## src/rtl/apb_master.sv

```systemverilog
// APB master: turns single command-side requests into APB SETUP/ACCESS
// transfers, with optional wait-state timeout and a one-cycle response pulse.
//
// state  | meaning
// IDLE   | bus idle, request accepted immediately
// SETUP  | psel asserted, penable low, one cycle only
// ACCESS | psel and penable high, waiting for pready or timeout
module apb_master #(
  parameter int ADDR_WIDTH     = 10,
  parameter int DATA_WIDTH     = 32,
  parameter int TIMEOUT_CYCLES = 16
) (
  input  logic                  pclk,
  input  logic                  presetn,
  input  logic                  req_valid,
  output logic                  req_ready,
  input  logic [ADDR_WIDTH-1:0] req_addr,
  input  logic                  req_write,
  input  logic [DATA_WIDTH-1:0] req_wdata,
  output logic                  rsp_valid,
  output logic [DATA_WIDTH-1:0] rsp_rdata,
  output logic                  rsp_slverr,
  output logic                  rsp_timeout,
  output logic                  psel,
  output logic                  penable,
  output logic                  pwrite,
  output logic [ADDR_WIDTH-1:0] paddr,
  output logic [DATA_WIDTH-1:0] pwdata,
  input  logic                  pready,
  input  logic                  pslverr,
  input  logic [DATA_WIDTH-1:0] prdata
);

  // With the timeout disabled the counter still needs at least one bit.
  localparam int CNT_W = (TIMEOUT_CYCLES > 0) ? $clog2(TIMEOUT_CYCLES + 1) : 1;

  typedef enum logic [1:0] {
    IDLE   = 2'd0,
    SETUP  = 2'd1,
    ACCESS = 2'd2
  } state_t;

  state_t           state;
  logic [CNT_W-1:0] wait_cnt;
  logic             accept;
  logic             timeout_hit;

  // A new request can be taken when idle or in the completing ACCESS cycle.
  always_comb begin
    req_ready   = presetn && ((state == IDLE) || ((state == ACCESS) && pready));
    accept      = req_valid && req_ready;
    timeout_hit = (TIMEOUT_CYCLES > 0) && (state == ACCESS) && !pready &&
                  (wait_cnt == CNT_W'(TIMEOUT_CYCLES));
  end

  // Transfer sequencing, wait counting and response registration.
  always_ff @(posedge pclk) begin
    if (!presetn) begin
      state       <= IDLE;
      psel        <= 1'b0;
      penable     <= 1'b0;
      pwrite      <= 1'b0;
      paddr       <= '0;
      pwdata      <= '0;
      wait_cnt    <= '0;
      rsp_valid   <= 1'b0;
      rsp_rdata   <= '0;
      rsp_slverr  <= 1'b0;
      rsp_timeout <= 1'b0;
    end else begin
      rsp_valid <= 1'b0;
      case (state)
        IDLE: begin
          psel    <= 1'b0;
          penable <= 1'b0;
        end
        SETUP: begin
          state    <= ACCESS;
          penable  <= 1'b1;
          wait_cnt <= '0;
        end
        ACCESS: begin
          if (pready) begin
            rsp_valid   <= 1'b1;
            rsp_slverr  <= pslverr;
            rsp_timeout <= 1'b0;
            rsp_rdata   <= pwrite ? '0 : prdata;
            state       <= IDLE;
            psel        <= 1'b0;
            penable     <= 1'b0;
            pwdata      <= '0;
          end else if (timeout_hit) begin
            rsp_valid   <= 1'b1;
            rsp_slverr  <= 1'b1;
            rsp_timeout <= 1'b1;
            rsp_rdata   <= '0;
            state       <= IDLE;
            psel        <= 1'b0;
            penable     <= 1'b0;
            pwdata      <= '0;
          end else if (wait_cnt != '1) begin
            wait_cnt <= wait_cnt + 1'b1;
          end
        end
        default: begin
          state   <= IDLE;
          psel    <= 1'b0;
          penable <= 1'b0;
          pwdata  <= '0;
        end
      endcase
      // An accepted request (idle or back-to-back) overrides the return to IDLE.
      if (accept) begin
        state   <= SETUP;
        psel    <= 1'b1;
        penable <= 1'b0;
        paddr   <= req_addr;
        pwrite  <= req_write;
        pwdata  <= req_write ? req_wdata : '0;
      end
    end
  end

endmodule

```

## config.mk

```make
export PLATFORM = sky130hd
export DESIGN_NAME = apb_master
export DESIGN_NICKNAME = d
export VERILOG_FILES = /design/src/rtl/apb_master.sv
export SDC_FILE = /design/constraint.sdc
export NUM_CORES = 1
export LEC_CHECK = 0
export ABC_AREA = 1
export CAP_MARGIN = 5
export CELL_PAD_IN_SITES_DETAIL_PLACEMENT = 0
export CELL_PAD_IN_SITES_GLOBAL_PLACEMENT = 1
export CORE_ASPECT_RATIO = 1.4
export CORE_MARGIN = 4
export CORE_UTILIZATION = 28
export CTS_CLUSTER_DIAMETER = 200
export DETAILED_ROUTE_END_ITERATION = 8
export PLACE_DENSITY_LB_ADDON = 0.1
export SYNTH_ARGS = -nofsm -noshare
export SYNTH_HDL_FRONTEND = slang
export SYNTH_SLANG_ARGS = --single-unit
```

## constraint.sdc

```tcl
create_clock -name pclk -period 1.9 [get_ports pclk]
set_input_delay 0.475 -clock pclk [delete_from_list [all_inputs] [get_ports pclk]]
set_output_delay 0.475 -clock pclk [all_outputs]
set_load 0.1 [all_outputs]
```

==> summary.md, run 1 <==
| Metric | Value |
|---|---|
| Data required time at the worst endpoint | roughly 1.4 ns |
| Initial cell density of the core | 28.6% |
| Clock tree from TritonCTS | built |
| Detailed Routing Iterations Pass 1 | 4 |
| Status | complete, no violations |
| Placeable core region | approximately 11000 sq um |
| Clock root buffer | sky130_fd_sc_hd__clkbuf_16 |
| Max-cap viol count | 0 |
| Endpoint type of the worst setup path | output port |
| Maximum resistive drop on vdd | 465 uV |
| Share of post-route cells with drive strength above 1 | between 20% and 30% |
| Vias after detailed routing | between 3000 and 4000 |
| Number of nets in the final layout | 667 |
| Reg2reg end | wait_cnt[1] |
| Hold buffers post-CTS | 0 |
| Synth area leaders | sky130_fd_sc_hd__dfxtp_1 (54%), sky130_fd_sc_hd__nand2_1 (19%), sky130_fd_sc_hd__a21oi_1 (7.9%), sky130_fd_sc_hd__nand3_1 (6.5%), sky130_fd_sc_hd__buf_2 (1.9%) |
| Reg2reg setup slack | 0.18 ns |
| Syn Inst Count | roughly 420 |
| Storage cell area | ~1700 sq um |
| Leading register cell type out of synthesis | sky130_fd_sc_hd__dfxtp_1 |
| Largest net degree at the start of global routing | 34 |
| Time the worst path needs with I/O delays and setup | roughly 1.8 ns |
| Final worst clock skew | 0.00730 ns |
| Post-route ant nets | 0 |
| Slew @ Worst Pin | 0.494 ns |
| Area used by multi-input combinational logic | 1330 sq um |
| Number of levels in the clock H-tree | 3 |
| Synth Warn # | 0 |
| Critical path launch point type | input pin |
| Final worst path period share | 96.8% |
| Nets in the synthesized netlist | 500 |
| Overall power of the completed layout | 0.00486 W |
| Maximum clock frequency | 544 MHz |
| Area growth from synthesis to final layout | 92.4% |
| Count of flip-flops with a built-in enable after synthesis | 0 |
| Origin of the critical flop-to-flop path | wait_cnt[0] |
| Final weighted congestion in routability-driven placement | 0.781 |
| Min-delay worst type | reg2reg |
| End of the critical path | req_ready |
| Proportion of synthesized flip-flops having asynchronous set or reset | 0% |
| Pwr dens | 779 nW/um^2 |
| Die extent in y | 135 microns |
| I/O pin count | 161 |
| Most frequent cells after synthesis | sky130_fd_sc_hd__nand2_1 (161), sky130_fd_sc_hd__dfxtp_1 (87), sky130_fd_sc_hd__a21oi_1 (51), sky130_fd_sc_hd__nand3_1 (42), sky130_fd_sc_hd__inv_1 (14) |
| Count of endpoints failing hold in the final timing report | 0 |
| Number of cells on the worst reg-to-reg path | 10 |
| Count of antenna diodes in the layout | 0 |
| Mean post-synth cell area | 7.77 sq um |
| Routed wire per std cell | 13.9 microns |
| DP Wirelength | 7430 microns |
| Top cell type by total area after synthesis | sky130_fd_sc_hd__dfxtp_1 |
| Static Leak | approximately 2.5 nW |
| Arrival @ worst endpoint | about 1.4 ns |
| Number of antenna violations at the first check in global routing | 0 |
| Row Count | 46 |
| DRT iter0 DRCs | ~130 |
| Final number of max-transition violations | 0 |
| Residual overflow from global routing | 0 |
| Number of clock sinks | 87 |
| Cell area after placement | 5900 sq um |
| Share of the synthesized area in the top cell type | 53.7% |
| Library cells used by synthesis | 21 |
| First-pass GRT wire length | 16400 microns |
| Netlist Area Pre-Place | 3240 sq um |
| DRC viols | 0 |
| Filler instances | 1008 |
| Later-pin clock latency in the skew report | 0.34 ns |
| Overall die area | approximately 13000 sq um |
| Overall global routing resource usage | 15.4% |
| Crit-path max FO | 2 |
| Count of input and output buffers | between 150 and 200 |
| Sequential share of the synthesized area | 53.7% |
| Crit. Startpoint | presetn |
| Number of CTS-inserted buffers | 9 |
| Final std cell area, no fill | ~6200 sq um |
| Number of global-route vias before repair | 3317 |
| Worst max-slew margin expressed relative to the limit | 67.0% |
| Unrepaired setup endpoints after global routing | no |
| Finish-stage setup viols | 0 |
| Aggregate routed wire length | 10200 microns |
| Most repeated cell in the gate-level netlist after synthesis | sky130_fd_sc_hd__nand2_1 |
| CTS max path bufs | 2 |
| Clock-pin slew on the worst setup and hold paths | 0.07 ns |
| WS Path Type | in2out |
| Via density per instance | 4.47 |
| Chip Width | 98.9 microns |
| Number of register bits inferred by synthesis | 87 |
metrics by stage:
step,utilization (%),hold slack [ns],setup WS [ns],setup TNS (ns),std cells
2_1_floorplan,-,0.458,0.101,0,417
4_1_cts,54.9,0.501,0.0342,0,733
5_1_grt,55.0,0.516,0.0155,0,733
3_5_place_dp,52.1,0.491,-0.290,-15.57,715
3_3_place_gp,52.1,0.470,-0.251,-14.32,715
6_report,55.0,0.498,0.0612,0,733
how the worst min path moves through the flow:
stage	from	end	slack (ns)	cells past startpoint
after CTS	paddr[0]	paddr[0]	0.50	2
after floorplan	wait_cnt[3]	wait_cnt[3]	0.46	2
after global routing	rsp_rdata[26]	rsp_rdata[26]	0.52	2
after global placement	wait_cnt[3]	wait_cnt[3]	0.47	2
final	rsp_rdata[20]	rsp_rdata[20]	0.50	2
after detailed placement	rsp_rdata[20]	rsp_rdata[20]	0.49	2
what timing repair did:
action	4_1_cts	5_1_grt
endpoints found under the hold margin	0	0
pin swaps	1	1
resized for setup	1	4
cloned	1	0
setup buffers	1	0
setup endpoints to repair	4	25
area by class of cell:
class                           instances  area share (%)
Clock buffer                           10            3.83
Inverter                               19            1.18
Timing Repair Buffer                  176            41.8
Multi-Input combinational cell        291            21.2
Tap cell                              144            2.89
Sequential cell                        87            27.9
Clock inverter                          6            1.12
cell families after synthesis:
kind of cell / after synthesis / synth area share [%]
buf+inv: 40 / 5.90
compound gates: 59 / 9.30
simple gates: 228 / 29.9
fa+ha+maj: 3 / 1.16
flops: 87 / 53.7
worst max-delay path, cell delays in order:
cell                              delay (ns)
sky130_fd_sc_hd__clkdlybuf4s50_1        0.51
sky130_fd_sc_hd__nand3_1                0.11
sky130_fd_sc_hd__inv_2                  0.09
sky130_fd_sc_hd__buf_12                 0.17
placed cells by master (no fill, tap or decap), types with 2 or more instances in the layout:
| cell | synthesis | final |
|---|---|---|
| sky130_fd_sc_hd__nand4_1 | 3 | 3 |
| sky130_fd_sc_hd__buf_4 | 3 | 10 |
| sky130_fd_sc_hd__buf_12 | 0 | 87 |
| sky130_fd_sc_hd__nand2_1 | 161 | 161 |
| sky130_fd_sc_hd__nor2_2 | 3 | 3 |
| sky130_fd_sc_hd__nor2_1 | 13 | 13 |
| sky130_fd_sc_hd__clkinv_4 | 0 | 2 |
| sky130_fd_sc_hd__nor2_4 | 2 | 3 |
| sky130_fd_sc_hd__clkinvlp_4 | 0 | 3 |
| sky130_fd_sc_hd__nand3_1 | 42 | 41 |
| sky130_fd_sc_hd__ha_1 | 3 | 3 |
| sky130_fd_sc_hd__clkbuf_16 | 0 | 9 |
| sky130_fd_sc_hd__nand2_4 | 2 | 2 |
| sky130_fd_sc_hd__dfxtp_1 | 87 | 87 |
| sky130_fd_sc_hd__clkdlybuf4s50_1 | 0 | 78 |
| sky130_fd_sc_hd__a21oi_1 | 51 | 51 |
| sky130_fd_sc_hd__o21ai_0 | 6 | 6 |
| sky130_fd_sc_hd__inv_1 | 14 | 14 |
| sky130_fd_sc_hd__inv_2 | 5 | 4 |
metal layers:
metal	vias to the layer above	wire (microns)	GRT usage, %
met3	12	860	5.26
li1	1671	-	-
met5	-	0	0
met2	113	5110	26.6
met1	1480	4060	17.2
met4	0	172	6.38
registers in the layout (all words and copies together), names as in the netlist:
register     flops
pwdata          32
rsp_rdata       32
paddr           10
wait_cnt         5
state            2
penable          1
psel             1
pwrite           1
rsp_slverr       1
rsp_timeout      1
rsp_valid        1
power by group:
part,switching [W],internal (W)
clock network,0.000732,0.00106
registers,0.0000720,0.00189
logic,0.000652,0.000452
No activity file was read; power rests on OpenSTA's default activity.
==> run 2: changes to the inputs <==
--- a/config.mk
+++ b/config.mk
@@ -11,10 +11,12 @@
 export CELL_PAD_IN_SITES_GLOBAL_PLACEMENT = 1
 export CORE_ASPECT_RATIO = 1.4
 export CORE_MARGIN = 4
-export CORE_UTILIZATION = 28
+export CORE_UTILIZATION = 25
 export CTS_CLUSTER_DIAMETER = 200
 export DETAILED_ROUTE_END_ITERATION = 8
+export GPL_TIMING_DRIVEN = 0
 export PLACE_DENSITY_LB_ADDON = 0.1
+export SKIP_CTS_REPAIR_TIMING = 1
 export SYNTH_ARGS = -nofsm -noshare
 export SYNTH_HDL_FRONTEND = slang
 export SYNTH_SLANG_ARGS = --single-unit
==> constraint.sdc (replaced) <==
create_clock -name pclk -period 1.56 [get_ports pclk]
set_input_delay 0.39 -clock pclk [delete_from_list [all_inputs] [get_ports pclk]]
set_output_delay 0.39 -clock pclk [all_outputs]
set_load 0.1 [all_outputs]
==> run 2 against run 1 <==
  * The flow now finishes with violations (setup timing)
  * Hold slack got worse by 0.082 ns
  * Sequential share of layout area rose by 5.8 points
  * Total power rose by 13%
  * Worst setup slack got worse by 0.082 ns
  * Die area rose by 11%
  * Via count rose by 0.49%
  * Final cell count rose by 2.7%
  * First-iteration DRC count fell by 29%
  * Largest cell class is now sequential cells
==> summary.md, run 2 (synthesis results as in run 1) <==
| Metric | Value |
|---|---|
| Status | finished, violations left |
| Failing checks | setup timing |
| Largest net degree at the start of global routing | 16 |
| Number of CTS-inserted buffers | 9 |
| Share of post-route cells with drive strength above 1 | 28.8% |
| Slowest cell on crit path | sky130_fd_sc_hd__dfxtp_2 |
| Final worst clock skew | 0.0111 ns |
| Final number of max-transition violations | 0 |
| Fin cells | 753 |
| Commonest non-fill, non-tap cell in the layout | sky130_fd_sc_hd__nand2_1 |
| Commonest cells after routing, fill and taps aside | sky130_fd_sc_hd__nand2_1 (152), sky130_fd_sc_hd__dfxtp_1 (82), sky130_fd_sc_hd__clkdlybuf4s50_1 (77) |
| Cell-by-cell listing of the critical path | inv_2 -> nand3_2 -> bufinv_8 -> buf_12 |
| Placed Cells incl. Taps | 729 |
| Vias after detailed routing | 3292 |
| Endpoint type of the worst setup path | output port |
| Largest registers | pwdata (32), rsp_rdata (32), paddr (10) |
| Maximum resistive drop on vdd | 503 uV |
| DRT iter0 DRCs | 93 |
| Hold endpoint | rsp_rdata[16] |
| Row Count | 49 |
| Number of nets in the final layout | 678 |
| Unrepaired setup endpoints after global routing | yes |
| Aggregate routed wire length | 10600 microns |
| Met1 Use GR | 15.2% |
| Overall global routing resource usage | around 14% |
| Largest stage delay, worst path | 0.35 ns |
| Residual overflow from global routing | 0 |
| Count of endpoints failing hold in the final timing report | 0 |
| Max-cap viol count | 0 |
| Crit-path max FO | 3 |
| Finish-stage setup viols | 1 |
| DP Wirelength | 7910 microns |
| Number of clock sinks | slightly below 90 |
| Number of antenna violations at the first check in global routing | 0 |
| Count of antenna diodes in the layout | 0 |
| Number of cells on the worst reg-to-reg path | 9 |
| I/O pin count | 161 |
| Detailed Routing Iterations Pass 1 | 6 |
| Hold path depth | 3 |
| Reg2reg setup slack | 0.04 ns |
| First-pass GRT wire length | approximately 17000 microns |
| Area growth from synthesis to final layout | 60.4% |
| Number of global-route vias before repair | between 3000 and 4000 |
| Arrival @ worst endpoint | 1.19 ns |
| Clock tree from TritonCTS | built |
| Post-route ant nets | 0 |
| Chip Width | 104 microns |
| Post-place setup slack | -1.29 ns |
| Via density per instance | roughly 4.4 |
| Final worst path period share | 101% |
| Origin of the critical flop-to-flop path | wait_cnt[0] |
| TNS Setup | -0.0210 ns |
| Number of levels in the clock H-tree | 3 |
| Cell area after placement | 5040 sq um |
| Launch point of the worst hold path | presetn |
| Overall die area | between 10000 and 15000 sq um |
| Area used by multi-input combinational logic | between 1000 and 1500 sq um |
| Count of input and output buffers | roughly 160 |
| Min-delay worst type | in2reg |
| Data required time at the worst endpoint | 1.17 ns |
| Time the worst path needs with I/O delays and setup | between 1.5 and 2 ns |
| Met2 track utilization from global routing | 24.3% |
| Setup slack of the critical path after layout | -0.0210 ns |
| Filler instances | 1380 |
| Critical path launch point type | flop |
| Die extent in y | 143 microns |
| Routed wire per std cell | 14.1 microns |
| Pwr dens | between 1000 and 1500 nW/um^2 |
| DRC viols | 0 |
| CTS max path bufs | 2 |
| Placeable core region | roughly 13000 sq um |
| Initial cell density of the core | 25.4% |
| Storage cell area | 1750 sq um |
| Most crowded layer after global routing | met2 |
| Slew @ Worst Pin | approximately 0.63 ns |
| Met3 global-route usage | 5.43% |
| Worst max-slew margin expressed relative to the limit | 57.8% |
| Reg2reg end | wait_cnt[1] |
| Finished Core Util | 40.8% |
| Final weighted congestion in routability-driven placement | 0.749 |
| Final std cell area, no fill | 5200 sq um |
| Later-pin clock latency in the skew report | 0.34 ns |
| Maximum clock frequency | 633 MHz |
| Clock-pin slew on the worst setup and hold paths | 0.07 ns |
| Static Leak | 2.32 nW |
| WS Path Type | reg2out |
| Clock root buffer | sky130_fd_sc_hd__clkbuf_16 |
-- run 2: cell count changes in the layout (fill, tap and decap cells not counted), moves of 8 or more --
cell / change
sky130_fd_sc_hd__buf_12: -85
sky130_fd_sc_hd__buf_2: +49
sky130_fd_sc_hd__clkbuf_2: +30
sky130_fd_sc_hd__a21oi_1: -13
sky130_fd_sc_hd__a21oi_2: +13
sky130_fd_sc_hd__buf_6: +9
sky130_fd_sc_hd__clkbuf_4: +9
sky130_fd_sc_hd__nand2_1: -9
sky130_fd_sc_hd__nand2_2: +8
-- run 2: worst max path at each step --
stage / startpoint / endpoint / cells past startpoint / slack, ns
finish: state[0] / req_ready / 4 / -0.02
global route: state[0] / req_ready / 4 / -0.07
CTS: pready / req_ready / 6 / -1.29
detailed placement: pready / req_ready / 6 / -1.29
global placement: pready / req_ready / 6 / -1.30
floorplan: presetn / pwdata[0] / 9 / 0.02
-- run 2: per-stage QoR --
step / hold WS, ns / power [W]
after floorplan: 0.458 / 0.00315
after global placement: 0.446 / 0.00357
after detailed placement: 0.452 / 0.00358
after CTS: 0.398 / 0.00560
after global routing: 0.431 / 0.00574
final: 0.415 / 0.00550
-- run 2: power by group --
group          internal [W]  switching (W)
Combinational      0.000342       0.000811
Sequential          0.00230      0.0000498
Clock               0.00109       0.000909
-- run 2: routing by layer --
layer | part of all wire (%) | wire [microns]
met1 | 40 | 4280
met5 | 0 | 0
met3 | 7.8 | 830
met4 | 1.4 | 148
met2 | 50 | 5330
-- run 2: final cells by class --
type                    instances  area share [%]
flip-flops and latches         87            33.7
multi-input cells             291            27.8
repair buffers                166            24.7
clock buffers                  10            4.40
well taps                     153            3.68
plain buffers                  21            3.10
inverters                      19            1.73
clock inverters                 6           0.818
-- run 2: worst max-delay path, delay by kind of cell, from the launching register on --
kind,cells,cell delay (ns)
buf+inv,3,0.44
flops,1,0.35
simple gates,1,0.07
==> run 3: changes to the inputs <==
--- a/config.mk
+++ b/config.mk
@@ -6,7 +6,6 @@
 export NUM_CORES = 1
 export LEC_CHECK = 0
 export ABC_AREA = 1
-export CAP_MARGIN = 5
 export CELL_PAD_IN_SITES_DETAIL_PLACEMENT = 0
 export CELL_PAD_IN_SITES_GLOBAL_PLACEMENT = 1
 export CORE_ASPECT_RATIO = 1.4
==> results of run 3 <==
No change in the layout: final DEF, timing and power equal those of run 2.
